$ cat config.mk
export PLATFORM = sky130hd
export DESIGN_NAME = fu_share_scheduler_flat
export DESIGN_NICKNAME = d
export VERILOG_FILES = /design/src/rtl/fu_share_scheduler_if.sv /design/src/rtl/fu_share_scheduler.sv /design/src/flat_wrapper.sv
export SDC_FILE = /design/constraint.sdc
export NUM_CORES = 1
export LEC_CHECK = 0
export BUFFER_PORTS_ARGS = -buffer_cell sky130_fd_sc_hd__buf_2
export CAP_MARGIN = 20
export CORE_MARGIN = 2
export CORE_UTILIZATION = 41
export CTS_CLUSTER_SIZE = 24
export DETAILED_ROUTE_END_ITERATION = 6
export PLACE_DENSITY = 0.77
export SLEW_MARGIN = 40
export SYNTH_ARGS = -nofsm -noshare
export SYNTH_HDL_FRONTEND = slang
export SYNTH_SLANG_ARGS = --single-unit
$ cat constraint.sdc
create_clock -name clk -period 1.68 [get_ports clk]
set_input_delay 0.084 -clock clk [delete_from_list [all_inputs] [get_ports clk]]
set_output_delay 0.084 -clock clk [all_outputs]
set_load 0.005 [all_outputs]
$ cat src/rtl/fu_share_scheduler_if.sv
// ---------------------------------------------------------------------------
// fu_share_scheduler_if
// Purpose : bundles the requester-side handshake and the function-unit
//           start/done protocol of fu_share_scheduler into one interface.
// Signals : req_valid/req_data/req_ready   requester handshake (NUM_REQ lanes)
//           rsp_valid/rsp_data/rsp_err     one-hot response pulse + result
//           busy                           scheduler not idle
//           fu_start/fu_data               launch + operand to the function unit
//           fu_done/fu_result              done level + result from the unit
// Modports: master = scheduler view, slave = environment view.
// ---------------------------------------------------------------------------
interface fu_share_scheduler_if #(
    parameter int NUM_REQ = 2,
    parameter int DATA_W  = 32
);
    logic [NUM_REQ-1:0]        req_valid;
    logic [NUM_REQ*DATA_W-1:0] req_data;
    logic [NUM_REQ-1:0]        req_ready;
    logic [NUM_REQ-1:0]        rsp_valid;
    logic [DATA_W-1:0]         rsp_data;
    logic                      rsp_err;
    logic                      busy;
    logic                      fu_start;
    logic [DATA_W-1:0]         fu_data;
    logic                      fu_done;
    logic [DATA_W-1:0]         fu_result;

    modport master (
        input  req_valid, req_data, fu_done, fu_result,
        output req_ready, rsp_valid, rsp_data, rsp_err, busy, fu_start, fu_data
    );

    modport slave (
        output req_valid, req_data, fu_done, fu_result,
        input  req_ready, rsp_valid, rsp_data, rsp_err, busy, fu_start, fu_data
    );
endinterface

$ cat src/rtl/fu_share_scheduler.sv
// ---------------------------------------------------------------------------
// fu_share_scheduler
// Purpose : round-robin scheduler sharing one single-input function unit
//           between NUM_REQ requesters. One request in flight at a time:
//           IDLE (grant) -> ISSUE (fu_start pulse) -> WAIT (fu_done) ->
//           RESP (one-hot rsp_valid to the owner) -> IDLE.
// Ports   : clk      rising-edge clock
//           reset_n  asynchronous active-low reset
//           bus      fu_share_scheduler_if.master (requester + unit signals)
// Config  : define FU_TIMEOUT_EN to enable the WAIT watchdog
//           (TIMEOUT_CYCLES WAIT cycles without fu_done -> error response).
//           Without it WAIT waits indefinitely and rsp_err is tied to 0.
// ---------------------------------------------------------------------------
module fu_share_scheduler #(
    parameter int NUM_REQ        = 2,
    parameter int DATA_W         = 32,
    parameter int TIMEOUT_CYCLES = 255
) (
    input  logic                 clk,
    input  logic                 reset_n,
    fu_share_scheduler_if.master bus
);
    localparam int PTR_W = (NUM_REQ > 1) ? $clog2(NUM_REQ) : 1;

    if (NUM_REQ < 2 || NUM_REQ > 8 || TIMEOUT_CYCLES < 1) begin : g_bad_cfg
        $error("fu_share_scheduler: unsupported parameter set");
    end

    typedef enum logic [1:0] {S_IDLE, S_ISSUE, S_WAIT, S_RESP} state_t;

    state_t                         r_state;
    logic [PTR_W-1:0]               r_rr_ptr;
    logic [PTR_W-1:0]               r_owner;
    logic [NUM_REQ-1:0]             r_rsp_valid;
    logic [DATA_W-1:0]              r_rsp_data;
    logic [DATA_W-1:0]              r_fu_data;
    logic                           r_fu_start;
    logic                           r_busy;
    logic                           r_wait_first;

    logic [NUM_REQ-1:0][DATA_W-1:0] w_req_data;
    logic                           w_grant_vld;
    logic [PTR_W-1:0]               w_grant;
    logic [PTR_W-1:0]               w_next_ptr;
    logic [NUM_REQ-1:0]             w_ready;
    logic [NUM_REQ-1:0]             w_owner_oh;

`ifdef FU_TIMEOUT_EN
    localparam int TMO_W = $clog2(TIMEOUT_CYCLES + 1);
    logic [TMO_W-1:0] r_tmo_cnt;
    logic             r_rsp_err;
`endif

    assign w_req_data = bus.req_data;

    // Rotating priority search starting at r_rr_ptr.
    always_comb begin
        int idx;
        w_grant_vld = 1'b0;
        w_grant     = '0;
        for (int k = 0; k < NUM_REQ; k++) begin
            idx = int'(r_rr_ptr) + k;
            if (idx >= NUM_REQ) idx = idx - NUM_REQ;
            if (!w_grant_vld && bus.req_valid[PTR_W'(idx)]) begin
                w_grant_vld = 1'b1;
                w_grant     = PTR_W'(idx);
            end
        end
    end

    assign w_next_ptr = (w_grant == PTR_W'(NUM_REQ - 1)) ? '0 : w_grant + 1'b1;

    // Ready is combinational so a grant transfers in the same IDLE cycle;
    // gated by reset_n so nothing is offered while reset is held.
    always_comb begin
        w_ready = '0;
        if (reset_n && r_state == S_IDLE && w_grant_vld) w_ready[w_grant] = 1'b1;
    end

    always_comb begin
        w_owner_oh          = '0;
        w_owner_oh[r_owner] = 1'b1;
    end

    always_ff @(posedge clk or negedge reset_n) begin
        if (!reset_n) begin
            r_state      <= S_IDLE;
            r_rr_ptr     <= '0;
            r_owner      <= '0;
            r_rsp_valid  <= '0;
            r_rsp_data   <= '0;
            r_fu_data    <= '0;
            r_fu_start   <= 1'b0;
            r_busy       <= 1'b0;
            r_wait_first <= 1'b0;
`ifdef FU_TIMEOUT_EN
            r_tmo_cnt    <= '0;
            r_rsp_err    <= 1'b0;
`endif
        end else begin
            case (r_state)
                S_IDLE: begin
                    if (w_grant_vld) begin
                        r_fu_data  <= w_req_data[w_grant];
                        r_owner    <= w_grant;
                        r_rr_ptr   <= w_next_ptr;
                        r_fu_start <= 1'b1;
                        r_busy     <= 1'b1;
                        r_state    <= S_ISSUE;
                    end
                end
                S_ISSUE: begin
                    r_fu_start   <= 1'b0;
                    r_wait_first <= 1'b1;
`ifdef FU_TIMEOUT_EN
                    r_tmo_cnt    <= '0;
`endif
                    r_state      <= S_WAIT;
                end
                S_WAIT: begin
                    r_wait_first <= 1'b0;
                    // First WAIT cycle may still see the previous result's
                    // done level, so it is not trusted until the next cycle.
                    if (!r_wait_first && bus.fu_done) begin
                        r_rsp_data  <= bus.fu_result;
                        r_rsp_valid <= w_owner_oh;
`ifdef FU_TIMEOUT_EN
                        r_rsp_err   <= 1'b0;
`endif
                        r_state     <= S_RESP;
                    end
`ifdef FU_TIMEOUT_EN
                    else if (r_tmo_cnt == TMO_W'(TIMEOUT_CYCLES - 1)) begin
                        r_rsp_data  <= '0;
                        r_rsp_err   <= 1'b1;
                        r_rsp_valid <= w_owner_oh;
                        r_state     <= S_RESP;
                    end else begin
                        r_tmo_cnt <= r_tmo_cnt + 1'b1;
                    end
`endif
                end
                S_RESP: begin
                    r_rsp_valid <= '0;
                    r_busy      <= 1'b0;
                    r_state     <= S_IDLE;
                end
                default: r_state <= S_IDLE;
            endcase
        end
    end

    assign bus.req_ready = w_ready;
    assign bus.rsp_valid = r_rsp_valid;
    assign bus.rsp_data  = r_rsp_data;
    assign bus.busy      = r_busy;
    assign bus.fu_start  = r_fu_start;
    assign bus.fu_data   = r_fu_data;
`ifdef FU_TIMEOUT_EN
    assign bus.rsp_err   = r_rsp_err;
`else
    assign bus.rsp_err   = 1'b0;
`endif
endmodule

$ cat src/flat_wrapper.sv
// flat-port wrapper written by rule: the top's interface ports become plain ports
module fu_share_scheduler_flat 
#(
    parameter int NUM_REQ        = 2,
    parameter int DATA_W         = 32,
    parameter int TIMEOUT_CYCLES = 255
)
  (clk, reset_n, bus_req_valid, bus_req_data, bus_fu_done, bus_fu_result, bus_req_ready, bus_rsp_valid, bus_rsp_data, bus_rsp_err, bus_busy, bus_fu_start, bus_fu_data);
  fu_share_scheduler_if #(.NUM_REQ(NUM_REQ), .DATA_W(DATA_W)) bus_i ();
  input  logic clk;
  input  logic reset_n;
  input wire logic [$bits(bus_i.req_valid)-1:0] bus_req_valid;
  input wire logic [$bits(bus_i.req_data)-1:0] bus_req_data;
  input wire logic [$bits(bus_i.fu_done)-1:0] bus_fu_done;
  input wire logic [$bits(bus_i.fu_result)-1:0] bus_fu_result;
  output wire logic [$bits(bus_i.req_ready)-1:0] bus_req_ready;
  output wire logic [$bits(bus_i.rsp_valid)-1:0] bus_rsp_valid;
  output wire logic [$bits(bus_i.rsp_data)-1:0] bus_rsp_data;
  output wire logic [$bits(bus_i.rsp_err)-1:0] bus_rsp_err;
  output wire logic [$bits(bus_i.busy)-1:0] bus_busy;
  output wire logic [$bits(bus_i.fu_start)-1:0] bus_fu_start;
  output wire logic [$bits(bus_i.fu_data)-1:0] bus_fu_data;
  assign bus_i.req_valid = bus_req_valid;
  assign bus_i.req_data = bus_req_data;
  assign bus_i.fu_done = bus_fu_done;
  assign bus_i.fu_result = bus_fu_result;
  assign bus_req_ready = bus_i.req_ready;
  assign bus_rsp_valid = bus_i.rsp_valid;
  assign bus_rsp_data = bus_i.rsp_data;
  assign bus_rsp_err = bus_i.rsp_err;
  assign bus_busy = bus_i.busy;
  assign bus_fu_start = bus_i.fu_start;
  assign bus_fu_data = bus_i.fu_data;
  fu_share_scheduler #(.NUM_REQ(NUM_REQ), .DATA_W(DATA_W), .TIMEOUT_CYCLES(TIMEOUT_CYCLES)) u_core (.clk(clk), .reset_n(reset_n), .bus(bus_i));
endmodule
==> flow_summary.json <==
{
  "status": "complete, no violations",
  "ys.warnings.count": 0,
  "placedCellCount": 515,
  "die_area_sq_um": 8810,
  "synth_top_family_by_area": "multiplexers",
  "stdcell_count": 573,
  "p_total_mw": 8.31,
  "vias_per_cell": 4.70,
  "critical_path_arrival_ns": 1.52,
  "antenna_found_initial": 2,
  "clockRootBuffer": "clkbuf_8",
  "p_leak_nw": 2.60,
  "synthSimpleGateAreaFrac": 0.0582,
  "design_area_sq_um": 4930,
  "place.gp.congestion": 0.739,
  "grt_use_total": 0.200,
  "core_area_sq_um": 7770,
  "syn_area_sq_um": 3310,
  "fmax_mhz": 623,
  "grt_pass1_vias": 2771,
  "fin_crit_sh": 0.956,
  "max_cap_violations": 0,
  "synthCells": 254,
  "synthMuxAreaShare": 0.253,
  "rows": 32,
  "cts.path.max_buffers": 2,
  "dp.final_hpwl_um": 5790,
  "wl_per_cell_um": 15.6,
  "worstSetupPathType": "reg -> out",
  "place_area_sq_um": 4250,
  "grt_pass1_wl_um": 13600,
  "fillers": 621,
  "finClkSkew_ns": 0.0105,
  "drive_gt1_frac": 0.518,
  "cts_sinks": 73,
  "ys_seq_area_frac": 0.552,
  "period_needed_ns": 1.61,
  "portBuffers": 169,
  "nNetsFinal": 570,
  "drt_iter0_markers": 58,
  "die_w_um": 93.8,
  "cts_made_buffers": 9,
  "synth-compound-area-share": 0.0658,
  "min_path_type": "in -> reg",
  "area_growth_pct": 49.0,
  "critPathMaxFanout": 10,
  "p_per_area_nw_per_um2": 1680,
  "hold_viol_final": 0,
  "synthXorXnorAreaFrac": 0.00265,
  "ys_types": 29,
  "grt_max_degree": 72,
  "die_h_um": 93.8,
  "ant_nets": 0,
  "ir_worst_vdd_v": 0.000859,
  "clkTransAtPathRegs_ns": 0.09,
  "hold_ws_ns": 0.0387,
  "drc": 0,
  "synthAdderAreaFrac": 0.0189,
  "vias": 2695,
  "worst_setup_path_start_kind": "flip-flop",
  "maxSlewViolCount": 0,
  "wl_um": 8940,
  "end_kind": "output pin",
  "pin_count": 172,
  "cts_tree": "yes",
  "grt_overflow": 0,
  "synth_seq_cells": 73,
  "cp.required_ns": 1.60,
  "synth_area_per_cell_sq_um": 13.0,
  "initial_core_util": 0.426,
  "clock_latency_ns": 0.35,
  "firstDrtPassIters": 4,
  "setup_viol": 0,
  "cts_htree_levels": 3,
  "syn-num-nets": 360,
  "setup_tns_ns": 0
}
-- cell usage in the layout, fill, tap and decap left out, types with 2 or more instances in the layout --
| cell | count |
|---|---|
| mux2i_1 | 33 |
| diode_2 | 2 |
| mux2_2 | 5 |
| dlygate4sd3_1 | 33 |
| inv_2 | 3 |
| clkbuf_8 | 9 |
| bufbuf_16 | 2 |
| ha_1 | 4 |
| nor2_1 | 34 |
| dfrtp_1 | 72 |
| a31oi_1 | 2 |
| clkinv_2 | 2 |
| buf_12 | 4 |
| clkinv_4 | 2 |
| nand2_1 | 3 |
| buf_4 | 8 |
| nor3b_1 | 2 |
| a21oi_1 | 33 |
| mux2_4 | 30 |
| buf_2 | 168 |
-- synthesized netlist by cell type --
cell       number  share of area
a21oi_1        33          0.050
and2_1          1         0.0019
nand2b_4        1         0.0042
dfrtp_1        73           0.55
o31ai_1         1         0.0023
o21ai_0         1         0.0015
a31oi_1         2         0.0038
nor2b_1         1         0.0019
o2bb2ai_1       1         0.0026
inv_2           1         0.0011
nor2_1         34          0.039
and3_1          1         0.0019
mux2i_1        33           0.10
clkbuf_1        4         0.0045
inv_1           3         0.0034
mux2_4         30           0.14
or2_1           1         0.0019
o41ai_1         1         0.0026
buf_12          3          0.018
xor2_1          1         0.0026
buf_6           2         0.0068
buf_2           8          0.012
mux2_2          5          0.017
buf_4           1         0.0023
nor3b_1         2         0.0045
o32a_1          1         0.0030
nand2_1         3         0.0034
ha_1            5          0.019
conb_1          1         0.0011
-- final timing paths --
path	from	cells after the start	slack, ns	end
max in group asynchronous	reset_n	3	0.97	u_core.r_rr_ptr$_DFFE_PN0P_
hold reg to reg	u_core.bus.rsp_data[17]$_DFFE_PN0P_	1	0.50	u_core.bus.rsp_data[17]$_DFFE_PN0P_
setup reg to reg	u_core.r_state[0]$_DFFE_PN0P_	6	0.08	u_core.bus.rsp_data[8]$_DFFE_PN0P_
hold / removal	bus_fu_done	3	0.04	u_core.bus.rsp_valid[0]$_DFFE_PN0P_
min in group asynchronous	reset_n	2	0.12	u_core.bus.fu_data[27]$_DFFE_PN0P_
setup / recovery	u_core.r_state[1]$_DFFE_PN0P_	6	0.07	bus_req_ready[1]
-- metal layers --
| layer | share of wire | vias to the layer above | wire length, um | GRT usage |
|---|---|---|---|---|
| met2 | 0.55 | 77 | 4930 | 0.372 |
| met4 | 0.013 | 0 | 113 | 0.0700 |
| met1 | 0.38 | 1304 | 3440 | 0.229 |
| met5 | 0 | - | 0 | 0 |
| li1 | - | 1303 | - | - |
| met3 | 0.051 | 11 | 455 | 0.0361 |
-- flip-flops by register name (all words and copies together) (netlist names) --
name                  cells
u_core.bus.fu_start       1
u_core.r_wait_first       1
u_core.bus.fu_data       32
u_core.bus.rsp_data      32
u_core.r_owner            1
u_core.r_rr_ptr           1
u_core.bus.busy           1
u_core.r_state            2
u_core.bus.rsp_valid      2
-- metrics by stage --
| stage | utilization | setup slack [ns] |
|---|---|---|
| floorplan | - | 0.000891 |
| global placement | 0.548 | 0.0680 |
| detailed placement | 0.548 | 0.0350 |
| CTS | 0.627 | 0.0152 |
| global route | 0.634 | -0.000283 |
| finish | 0.635 | 0.0747 |
-- what timing repair did --
item	in CTS	in global routing
hold endpoints to repair	105	0
pin swaps	1	0
gates cloned	2	2
setup buffers	2	1
endpoints found under the setup margin	2	34
gates resized for setup	2	3
hold buffers	33	0
-- report_power, final --
part	internal (mW)	total (mW)	leakage [nW]	switching, mW
Combinational	2.17	3.72	1.65	1.54
Sequential	2.63	3.19	0.849	0.556
Clock	0.701	1.40	0.105	0.697
-- layout make-up --
type	instances	area [sq um]	share of cell area
clock inverters	7	77.6	0.0157
well taps	102	128	0.0259
inverters	4	15.0	0.00305
diodes	2	5.00	0.00102
multi-input cells	159	1340	0.272
flip-flops and latches	73	1830	0.371
repair buffers	217	1410	0.287
clock buffers	9	124	0.0251
-- worst max-delay path, cell delays in order (launching register included) --
cell	delay (ns)
dfrtp_1	0.37
inv_2	0.07
ha_4	0.16
and2_4	0.16
buf_12	0.14
and3_1	0.17
buf_2	0.12
-- logic make-up after synthesis --
kind of cell    after synthesis
buf+inv                      22
mux                          68
fa+ha+maj                     5
compound gates               40
simple gates                 44
xor+xnor                      1
other cells                   1
flops                        73
No activity file was read; power rests on OpenSTA's default activity.
